### config.mk
export PLATFORM = sky130hd
export DESIGN_NAME = seq_divider
export DESIGN_NICKNAME = d
export VERILOG_FILES = /design/src/rtl/seq_divider_pkg.sv /design/src/rtl/seq_divider_div_step.sv /design/src/rtl/seq_divider.sv
export SDC_FILE = /design/constraint.sdc
export NUM_CORES = 1
export LEC_CHECK = 0
export BUFFER_PORTS_ARGS = -buffer_cell sky130_fd_sc_hd__buf_2
export CAP_MARGIN = 0
export CORE_MARGIN = 3
export CORE_UTILIZATION = 30
export CTS_BUF_LIST = sky130_fd_sc_hd__clkbuf_8
export DETAILED_ROUTE_END_ITERATION = 10
export MAX_ROUTING_LAYER = met4
export PLACE_DENSITY = 0.45
export SLEW_MARGIN = 0
export SYNTH_ARGS = -nofsm -noshare
export SYNTH_HDL_FRONTEND = slang
export SYNTH_SLANG_ARGS = --single-unit
### constraint.sdc
create_clock -name clk_i -period 4.65 [get_ports clk_i]
set_input_delay 0.465 -clock clk_i [delete_from_list [all_inputs] [get_ports clk_i]]
set_output_delay 0.465 -clock clk_i [all_outputs]
set_load 0.03 [all_outputs]
### src/rtl/seq_divider_pkg.sv
// seq_divider_pkg: shared definitions for the multi-cycle RV32M divide/remainder unit.
//   - DIV_OP encodings and a decoder returning signedness and quotient/remainder select.
//   - FSM state enumeration.
//   - RV32 constants for the special-case results (most negative value, all ones).
package seq_divider_pkg;

  localparam logic [1:0] OP_DIV  = 2'b00;
  localparam logic [1:0] OP_DIVU = 2'b01;
  localparam logic [1:0] OP_REM  = 2'b10;
  localparam logic [1:0] OP_REMU = 2'b11;

  typedef enum logic [1:0] {
    S_IDLE,
    S_CALC,
    S_SIGN,
    S_FIN
  } state_e;

  localparam logic [31:0] MIN_NEG  = 32'h8000_0000;
  localparam logic [31:0] ALL_ONES = 32'hFFFF_FFFF;

  typedef struct packed {
    logic is_signed;
    logic is_rem;
  } op_dec_t;

  function automatic op_dec_t decode_op(input logic [1:0] op);
    op_dec_t d;
    d = '0;
    unique case (op)
      OP_DIV:  begin d.is_signed = 1'b1; d.is_rem = 1'b0; end
      OP_DIVU: begin d.is_signed = 1'b0; d.is_rem = 1'b0; end
      OP_REM:  begin d.is_signed = 1'b1; d.is_rem = 1'b1; end
      OP_REMU: begin d.is_signed = 1'b0; d.is_rem = 1'b1; end
      default: d = '0;
    endcase
    return d;
  endfunction

endpackage

### src/rtl/seq_divider_div_step.sv
// div_step: one combinational radix-2 restoring division iteration.
//   rem_i     partial remainder (WIDTH+1 bits)
//   quot_i    dividend/quotient shift register
//   divisor_i divisor magnitude
//   rem_o     partial remainder after shift and trial subtract
//   quot_o    quotient shifted left with the new quotient bit in the LSB
module div_step #(
  parameter int unsigned WIDTH = 32
) (
  input  logic [WIDTH:0]   rem_i,
  input  logic [WIDTH-1:0] quot_i,
  input  logic [WIDTH-1:0] divisor_i,
  output logic [WIDTH:0]   rem_o,
  output logic [WIDTH-1:0] quot_o
);

  logic [WIDTH:0] rem_sh;
  logic [WIDTH:0] diff;
  logic           borrow;
  logic           fits;

  // Shift {rem, quot} left by one: the dividend MSB moves into the remainder.
  assign rem_sh = {rem_i[WIDTH-1:0], quot_i[WIDTH-1]};

  assign {borrow, diff} = {1'b0, rem_sh} - {2'b00, divisor_i};

  // A set remainder MSB means the shifted value already exceeds any divisor.
  assign fits   = rem_i[WIDTH] | ~borrow;

  assign rem_o  = fits ? diff : rem_sh;
  assign quot_o = {quot_i[WIDTH-2:0], fits};

endmodule

### src/rtl/seq_divider.sv
// seq_divider: multi-cycle RV32M DIV/DIVU/REM/REMU unit (restoring, one quotient bit per cycle).
//   clk_i      rising-edge clock
//   rst_ni     asynchronous active-low reset
//   start_i    request, sampled only while idle
//   div_op_i   00 DIV, 01 DIVU, 10 REM, 11 REMU
//   data1_i    dividend
//   data2_i    divisor
//   flush_i    synchronous abort of the in-flight operation
//   busy_o     high in every state except idle
//   done_o     one-cycle pulse, result_o valid
//   result_o   quotient or remainder; holds until the next result load
// Optional feature: define DIV_PAIR_CACHE_EN to keep the operands and results of the last
// normally completed operation so a repeat of the same operand pair finishes in one cycle.
module seq_divider
  import seq_divider_pkg::*;
#(
  parameter int unsigned WIDTH = 32,
  parameter int unsigned CNT_W = 6
) (
  input  logic             clk_i,
  input  logic             rst_ni,
  input  logic             start_i,
  input  logic [1:0]       div_op_i,
  input  logic [WIDTH-1:0] data1_i,
  input  logic [WIDTH-1:0] data2_i,
  input  logic             flush_i,
  output logic             busy_o,
  output logic             done_o,
  output logic [WIDTH-1:0] result_o
);

  localparam logic [WIDTH-1:0] MinNegW   = WIDTH'(MIN_NEG);
  localparam logic [WIDTH-1:0] AllOnesW  = WIDTH'(ALL_ONES);
  localparam logic [CNT_W-1:0] LastIter  = CNT_W'(WIDTH - 1);

  state_e           state_q, state_d;
  logic [CNT_W-1:0] cnt_q, cnt_d;
  logic [WIDTH:0]   rem_q, rem_d;
  logic [WIDTH-1:0] quot_q, quot_d;
  logic [WIDTH-1:0] dvsr_q, dvsr_d;
  logic             qneg_q, qneg_d;
  logic             rneg_q, rneg_d;
  logic             is_rem_q, is_rem_d;
  logic [WIDTH-1:0] result_q, result_d;

  op_dec_t          dec;
  logic             accept;
  logic             div_zero;
  logic             sgn_ovf;
  logic             special;
  logic [WIDTH-1:0] special_res;
  logic [WIDTH-1:0] mag1, mag2;
  logic [WIDTH-1:0] quot_final, rem_final;
  logic [WIDTH:0]   step_rem;
  logic [WIDTH-1:0] step_quot;
  logic             cache_hit;
  logic [WIDTH-1:0] cache_res;

  assign dec      = decode_op(div_op_i);
  assign accept   = (state_q == S_IDLE) && start_i && !flush_i;
  assign div_zero = (data2_i == '0);
  assign sgn_ovf  = dec.is_signed && (data1_i == MinNegW) && (data2_i == AllOnesW);
  assign special  = div_zero || sgn_ovf;

  // Divide by zero is checked first so it wins over signed overflow.
  always_comb begin
    special_res = '0;
    if (div_zero) begin
      special_res = dec.is_rem ? data1_i : AllOnesW;
    end else begin
      special_res = dec.is_rem ? '0 : MinNegW;
    end
  end

  assign mag1 = (dec.is_signed && data1_i[WIDTH-1]) ? -data1_i : data1_i;
  assign mag2 = (dec.is_signed && data2_i[WIDTH-1]) ? -data2_i : data2_i;

  assign quot_final = qneg_q ? -quot_q : quot_q;
  assign rem_final  = rneg_q ? -rem_q[WIDTH-1:0] : rem_q[WIDTH-1:0];

  div_step #(
    .WIDTH (WIDTH)
  ) u_div_step (
    .rem_i     (rem_q),
    .quot_i    (quot_q),
    .divisor_i (dvsr_q),
    .rem_o     (step_rem),
    .quot_o    (step_quot)
  );

  always_comb begin
    state_d  = state_q;
    cnt_d    = cnt_q;
    rem_d    = rem_q;
    quot_d   = quot_q;
    dvsr_d   = dvsr_q;
    qneg_d   = qneg_q;
    rneg_d   = rneg_q;
    is_rem_d = is_rem_q;
    result_d = result_q;

    unique case (state_q)
      S_IDLE: begin
        if (accept) begin
          is_rem_d = dec.is_rem;
          if (special) begin
            result_d = special_res;
            state_d  = S_FIN;
          end else if (cache_hit) begin
            result_d = cache_res;
            state_d  = S_FIN;
          end else begin
            rem_d   = '0;
            quot_d  = mag1;
            dvsr_d  = mag2;
            qneg_d  = dec.is_signed & (data1_i[WIDTH-1] ^ data2_i[WIDTH-1]);
            rneg_d  = dec.is_signed & data1_i[WIDTH-1];
            cnt_d   = '0;
            state_d = S_CALC;
          end
        end
      end
      S_CALC: begin
        if (flush_i) begin
          state_d = S_IDLE;
        end else begin
          rem_d  = step_rem;
          quot_d = step_quot;
          cnt_d  = cnt_q + CNT_W'(1);
          if (cnt_q == LastIter) begin
            state_d = S_SIGN;
          end
        end
      end
      S_SIGN: begin
        if (flush_i) begin
          state_d = S_IDLE;
        end else begin
          result_d = is_rem_q ? rem_final : quot_final;
          state_d  = S_FIN;
        end
      end
      S_FIN: begin
        state_d = S_IDLE;
      end
      default: begin
        state_d = S_IDLE;
      end
    endcase
  end

  always_ff @(posedge clk_i or negedge rst_ni) begin
    if (!rst_ni) begin
      state_q  <= S_IDLE;
      cnt_q    <= '0;
      rem_q    <= '0;
      quot_q   <= '0;
      dvsr_q   <= '0;
      qneg_q   <= 1'b0;
      rneg_q   <= 1'b0;
      is_rem_q <= 1'b0;
      result_q <= '0;
    end else begin
      state_q  <= state_d;
      cnt_q    <= cnt_d;
      rem_q    <= rem_d;
      quot_q   <= quot_d;
      dvsr_q   <= dvsr_d;
      qneg_q   <= qneg_d;
      rneg_q   <= rneg_d;
      is_rem_q <= is_rem_d;
      result_q <= result_d;
    end
  end

`ifdef DIV_PAIR_CACHE_EN
  logic             cache_vld_q, cache_vld_d;
  logic [WIDTH-1:0] key_a_q, key_a_d;
  logic [WIDTH-1:0] key_b_q, key_b_d;
  logic             key_sgn_q, key_sgn_d;
  logic [WIDTH-1:0] hit_quot_q, hit_quot_d;
  logic [WIDTH-1:0] hit_rem_q, hit_rem_d;
  logic [WIDTH-1:0] cur_a_q, cur_a_d;
  logic [WIDTH-1:0] cur_b_q, cur_b_d;
  logic             cur_sgn_q, cur_sgn_d;
  logic             cur_norm_q, cur_norm_d;

  assign cache_hit = cache_vld_q && (key_a_q == data1_i) && (key_b_q == data2_i) &&
                     (key_sgn_q == dec.is_signed);
  assign cache_res = dec.is_rem ? hit_rem_q : hit_quot_q;

  always_comb begin
    cache_vld_d = cache_vld_q;
    key_a_d     = key_a_q;
    key_b_d     = key_b_q;
    key_sgn_d   = key_sgn_q;
    hit_quot_d  = hit_quot_q;
    hit_rem_d   = hit_rem_q;
    cur_a_d     = cur_a_q;
    cur_b_d     = cur_b_q;
    cur_sgn_d   = cur_sgn_q;
    cur_norm_d  = cur_norm_q;

    // Raw operands are kept because the key must match the request, not the magnitudes.
    if (accept) begin
      cur_a_d    = data1_i;
      cur_b_d    = data2_i;
      cur_sgn_d  = dec.is_signed;
      cur_norm_d = !special && !cache_hit;
    end

    if ((state_q == S_SIGN) && !flush_i) begin
      cache_vld_d = 1'b1;
      key_a_d     = cur_a_q;
      key_b_d     = cur_b_q;
      key_sgn_d   = cur_sgn_q;
      hit_quot_d  = quot_final;
      hit_rem_d   = rem_final;
    end

    if (flush_i && cur_norm_q && (state_q != S_IDLE)) begin
      cache_vld_d = 1'b0;
    end
  end

  always_ff @(posedge clk_i or negedge rst_ni) begin
    if (!rst_ni) begin
      cache_vld_q <= 1'b0;
      key_a_q     <= '0;
      key_b_q     <= '0;
      key_sgn_q   <= 1'b0;
      hit_quot_q  <= '0;
      hit_rem_q   <= '0;
      cur_a_q     <= '0;
      cur_b_q     <= '0;
      cur_sgn_q   <= 1'b0;
      cur_norm_q  <= 1'b0;
    end else begin
      cache_vld_q <= cache_vld_d;
      key_a_q     <= key_a_d;
      key_b_q     <= key_b_d;
      key_sgn_q   <= key_sgn_d;
      hit_quot_q  <= hit_quot_d;
      hit_rem_q   <= hit_rem_d;
      cur_a_q     <= cur_a_d;
      cur_b_q     <= cur_b_d;
      cur_sgn_q   <= cur_sgn_d;
      cur_norm_q  <= cur_norm_d;
    end
  end
`else
  assign cache_hit = 1'b0;
  assign cache_res = '0;
`endif

  assign busy_o   = (state_q != S_IDLE);
  assign done_o   = (state_q == S_FIN);
  assign result_o = result_q;

endmodule

==> Yosys cells after proc, flatten, opt, wreduce, memory -nomap -nowiden <==
Index checks and enable logic that the tools add are counted.
{ "totals": {"regBits": 140, "latchBits": 0, "ram_bits": 0, "romBits": 0, "inputBits": 70, "wordCells": 87, "n_memories": 0} }
{ "classes": {"addsub": 6, "mul": 0, "div": 0, "n_lt_le_gt_ge": 0, "n_eq_ne": 15, "n_shift": 0, "muxes": 32, "bitwise_logic": 6, "n_reduce_logical": 19} }
{ "ops": {"columns": ["cell", "count"], "rows": [
  ["2-to-1 mux 32 bit", 14],
  ["2-to-1 mux 33 bit", 4],
  ["negator 32 bit", 4],
  ["case mux 32 bit (2 select lines)", 2],
  ["case mux 33 bit (2 select lines)", 1],
  ["== test 32 bit (second input constant)", 2],
  ["subtractor 33 x 32 -> 34 bit", 1],
  ["zero test 32 bit", 1],
  ["2-to-1 mux 6 bit", 3],
  ["case mux 2 bit (4 select lines)", 2],
  ["case mux 6 bit (2 select lines)", 1],
  ["2-to-1 mux 2 bit", 5],
  ["!= test 2 bit (second input constant)", 5],
  ["== test 2 bit (second input constant)", 4],
  ["AND reduction 4 bit", 2],
  ["adder 6 x 1 -> 6 bit (second input constant)", 1],
  ["== test 6 x 5 -> 1 bit (second input constant)", 1],
  ["logical AND 1 bit", 6],
  ["nonzero test 2 bit", 3],
  ["== test 2 x 1 -> 1 bit (second input constant)", 2],
  ["zero test 2 bit", 2],
  ["AND reduction 2 bit", 2],
  ["!= test 3 bit (second input constant)", 1],
  ["AND reduction 3 bit", 1],
  ["6 further kinds", 8]
]} }

==> Logic depth before layout (Yosys ltp) <==
{ "logic_depth": {"word_depth": 8, "ltp_mapped": 14} }

==> Cells and area by module <==
Synthesis repeated with hierarchy kept, for this count alone.
{ "unflattened": {"hier_cells": 1454, "area_unflattened_um2": 11613.6} }
{ "modules_own_cells": {"columns": ["mod", "instances", "cells_each", "area_each_um2", "seq_area_each_um2"], "rows": [
  ["seq_divider", 1, 1074, 9006.1, 3503.4],
  ["div_step", 1, 380, 2607.5, 0.0]
]} }

==> Least setup slack after synthesis <==
Ideal clock, no wire load.
{ "synth_timing": {"kind": "flip-flop to flip-flop", "start": "register rem_q[15]", "end": "register rem_q[14]", "setup_time_ns": 0.133, "t_arrival_ns": 3.068, "required_time_ns": 4.517, "path_slack_ns": 1.449, "path_stages_with_launch": 14, "path_buffers": 3, "cell_sequence": "dfrtp_1 -> ha_1 -> clkbuf_1 -> a21o_1 -> o21ba_2 -> nand2_1 -> nor3_1 -> o211ai_1 -> a21oi_1 -> a31o_2 -> clkbuf_1 -> clkbuf_1 -> mux2i_1 -> o21ai_0"} }
{ "synth_via": {"elab_chain_len": 6} }
{ "synth_rtl": {"columns": ["element", "line_no", "text"], "rows": [
  ["start: declaration", "seq_divider.sv:38", "logic [WIDTH:0] rem_q, rem_d;"],
  ["start signal: assignment", "seq_divider.sv:166", "rem_q <= rem_d;"],
  ["subtractor 33 x 32 -> 34 bit", "seq_divider_div_step.sv:25", "assign {borrow, diff} = {1'b0, rem_sh} - {2'b00, divisor_i};"],
  ["inverter 1 bit", "seq_divider_div_step.sv:28", "assign fits = rem_i[WIDTH] | ~borrow;"],
  ["OR 1 bit", "seq_divider_div_step.sv:28", null],
  ["2-to-1 mux 33 bit", "seq_divider_div_step.sv:30", "assign rem_o = fits ? diff : rem_sh;"],
  ["2-to-1 mux 33 bit", "seq_divider.sv:124", "if (flush_i) begin"],
  ["case mux 33 bit (2 select lines)", "seq_divider.sv:102", "unique case (state_q)"]
]} }
Every way passes these cells. The select of a mux whose other input is x is not followed.
A chain may end at the register's enable or synchronous reset.

==> Worst setup path in the final report <==
{ "layout_timing": {"start": "register rem_q[9]", "end": "register rem_q[28]"} }
{ "layout_via": {"elab_chain_len": 6} }
{ "layout_rtl": {"columns": ["element", "line_no"], "rows": [
  ["subtractor 33 x 32 -> 34 bit (*)", "seq_divider_div_step.sv:25"],
  ["inverter 1 bit", "seq_divider_div_step.sv:28"],
  ["OR 1 bit", "seq_divider_div_step.sv:28"],
  ["2-to-1 mux 33 bit (*)", "seq_divider_div_step.sv:30"],
  ["2-to-1 mux 33 bit (*)", "seq_divider.sv:124"],
  ["case mux 33 bit (2 select lines) (*)", "seq_divider.sv:102"]
]} }
Mark *: on every way between the ends. The rest lies on a longest branch, timed or not. The select of a mux whose other input is x is not followed.

==> run summary <==
Worst Path Arrival -> 3.89 ns
sequential cell area -> 0.00350 sq mm
EDFF count, synth -> 0
Avg Vias per Cell -> 5.33
post-synthesis adder-cell area fraction -> 0.0453
IO Pins -> 104
setup ws final -> 1.13 ns
largest family of logic cells by synthesized area -> compound AO/OA/AOI/OAI gates
Crit. End Element -> flip-flop
Post-CTS Hold Buffers -> 0
non-filler instance count after layout -> 1920
Area Overhead vs Synth -> 12.0%
gpl congestion -> 0.896
DRT antenna net count -> 0
Pwr Total -> 6.73 mW
first-pass GRT wire length -> 55500 microns
Root Buffer Master -> clkbuf_8
FMAX -> 0.284 GHz
Congestion Overflow GR -> 0
Setup WS pre-CTS -> 0.845 ns
Setup TNS Final -> 0 ns
CTS sink count -> 140
Final Setup Violations -> 0
fillcell total -> 3901
worst-margin pin slew -> 0.959 ns
Die ar. -> 0.0388 sq mm
I/O Buffers -> 103
top post-synthesis cells by area -> dfrtp_1 32%, o21ai_0 6.8%, xnor2_1 6.4%
Vias -> 10.2k
post-DP HPWL -> 26200 microns
post-synthesis cell type count -> 65
starting density of the core -> 0.306
xor and xnor area share after synthesis -> 0.107
count of final hold-check violations -> 0
wire length on met3 -> 1460 microns
Clock Tree Buf Depth -> 2
vias in the first global route -> 9720
most common cell after layout, fill and taps aside -> nand2_1
clk slew on worst S/H paths -> 0.08 ns
max_slew headroom -> 0.360
CTS tree -> built
Compound-Gate Fraction of Synth Area -> 0.246
Seq cells post-synth -> 140
die width -> 197 microns
Post-Synthesis Cells -> 1382
post-synthesis simple-gate area fraction -> 0.202
DRT Pass-1 Iters -> 5
yosys warns -> 0
most frequent cells in the layout -> 157 x nand2_1, 148 x o21ai_0, 140 x dfrtp_1
post-layout minimum cycle time -> 3.52 ns
top routing layer used -> met4
period utilization -> 0.757
synthesized area -> 0.0109 sq mm
Synth area leader -> dfrtp_1
async set or reset register ratio after synthesis -> 1.00
clock skew -> 0.0125 ns
post-synthesis mux area share -> 0.0296
placed cell area -> 0.0119 sq mm
Synth top area share -> 0.320
placement row count -> 69
Iteration-0 DRC Markers -> 497
syn_nets -> 1491
M1 wire length -> 17700 microns
leak pwr -> 5.53 nW
Inserted Clock Buffers -> 17
Startpoint Class -> flip-flop
global-route usage over all layers -> 0.184
Resized Gates After CTS -> 0
htree depth -> 4
worst hold path class -> input pin to asynchronous set/reset pin
Syn Area/Cell -> 7.92 sq um
power density of the placed cells -> 549 mW/mm^2
status -> complete, no violations
worst skew pair latency -> 0.46 ns
met2 wire length -> 15300 microns
footprint of the multi-input gates -> 0.00691 sq mm
max cap viols -> 0
final instance area -> 0.0123 sq mm
DRC Markers -> 0
CP Class -> flip-flop to flip-flop
Final Max Tran Viols -> 0
die height -> 197 microns
CP Max Fanout -> 31
postcts setup bufs -> 0
Worst IR Drop VDD -> 250 uV
initial antenna violation count -> 0
pin count of the biggest net entering global routing -> 82
share of post-route cells with drive strength above 1 -> 0.117
Avg WL per Cell -> 18.2 microns
total wire length -> 34900 microns
final net count -> 1558
ys flop type -> dfrtp_1
Critical Path RT -> 5.02 ns
DP Cell Count -> 1891
Core ar. -> 0.0357 sq mm
RSZ-0062 raised after global routing -> no
post-synthesis sequential area ratio -> 0.320
[synthesized netlist by cell type (all sizes together), types with 4 or more instances]
cell type / n
nand2: 157
o21ai: 148
dfrtp: 140
a21oi: 125
nor2: 122
xnor2: 80
clkbuf: 62
inv: 59
xor2: 54
ha: 38
o31ai: 38
mux2i: 29
nor3: 29
a21o: 21
or3: 20
nand2b: 18
o211ai: 18
nor4: 17
nand3: 16
nand4: 16
or4: 16
buf: 14
o41ai: 13
a211oi: 12
a31oi: 12
and3: 12
o21a: 11
o22ai: 11
nor2b: 9
o221ai: 7
and2: 6
or2: 6
a32oi: 4
nand3b: 4
[final timing paths]
| kind | to | slack (ns) | cells after the start | startpoint |
|---|---|---|---|---|
| max in group asynchronous | dvsr_q[28] | 3.62 | 2 | rst_ni |
| max reg2reg | rem_q[28] | 1.13 | 11 | rem_q[9] |
| min in group clk_i | state_q[1] | 0.28 | 2 | flush_i |
| min reg2reg | result_o[24] | 0.48 | 2 | result_o[24] |
| max | rem_q[28] | 1.13 | 11 | rem_q[9] |
| min | result_o[10] | 0.05 | 1 | rst_ni |
[metrics by stage]
stage / utilization / hold slack, ns
floorplan: - / 0.169
global placement: 0.333 / 0.458
detailed placement: 0.333 / 0.464
CTS: 0.343 / 0.0796
global route: 0.343 / 0.0967
finish: 0.343 / 0.0526
[cell type report]
cell class / count / area share
sequential: 140 / 0.286
clock inverter: 7 / 0.00439
inverter: 59 / 0.0181
timing repair buffer: 124 / 0.0565
antenna: 1 / 0.000204
tap: 461 / 0.0471
multi-input combinational: 1107 / 0.564
clock buffer: 21 / 0.0236
[sequential cells by signal (all words and copies together) (netlist names)]
signal	cells
cnt_q	6
dvsr_q	32
qneg_q	1
rem_q	33
result_o	32
is_rem_q	1
rneg_q	1
state_q	2
quot_q	32
[power by group]
group / total (mW) / switching (mW) / internal, mW
Clock: 0.936 / 0.478 / 0.458
Combinational: 3.78 / 2.29 / 1.48
Sequential: 2.02 / 0.458 / 1.56
[kinds of logic (layout without fill, tap and decap cells)]
logic type               count (synthesis)  in the layout
adder cells (fa/ha/maj)                 39             39
AND/OR/NAND/NOR                        458            458
other                                    0              1
XOR/XNOR                               134            134
multiplexers                            32             32
buffers and inverters                  135            211
AO/OA/AOI/OAI                          444            444
flip-flops                             140            140
[worst max-delay path: stages, from the launching register on]
cell      delay, ns
dfrtp_1        0.49
ha_1           0.48
and4_1         0.27
nand3_1        0.08
a21oi_1        0.29
nor3_1         0.13
o211ai_1       0.43
a21oi_1        0.22
a31o_2         0.37
buf_12         0.20
nand2b_1       0.26
o21ai_0        0.20
[routing by layer]
layer | GRT usage | up-vias
met5 | - | -
met4 | 0.0375 | 0
met2 | 0.283 | 237
met3 | 0.0227 | 28
met1 | 0.263 | 4895
li1 | - | 5082
Power figures use the tool's default switching activity.
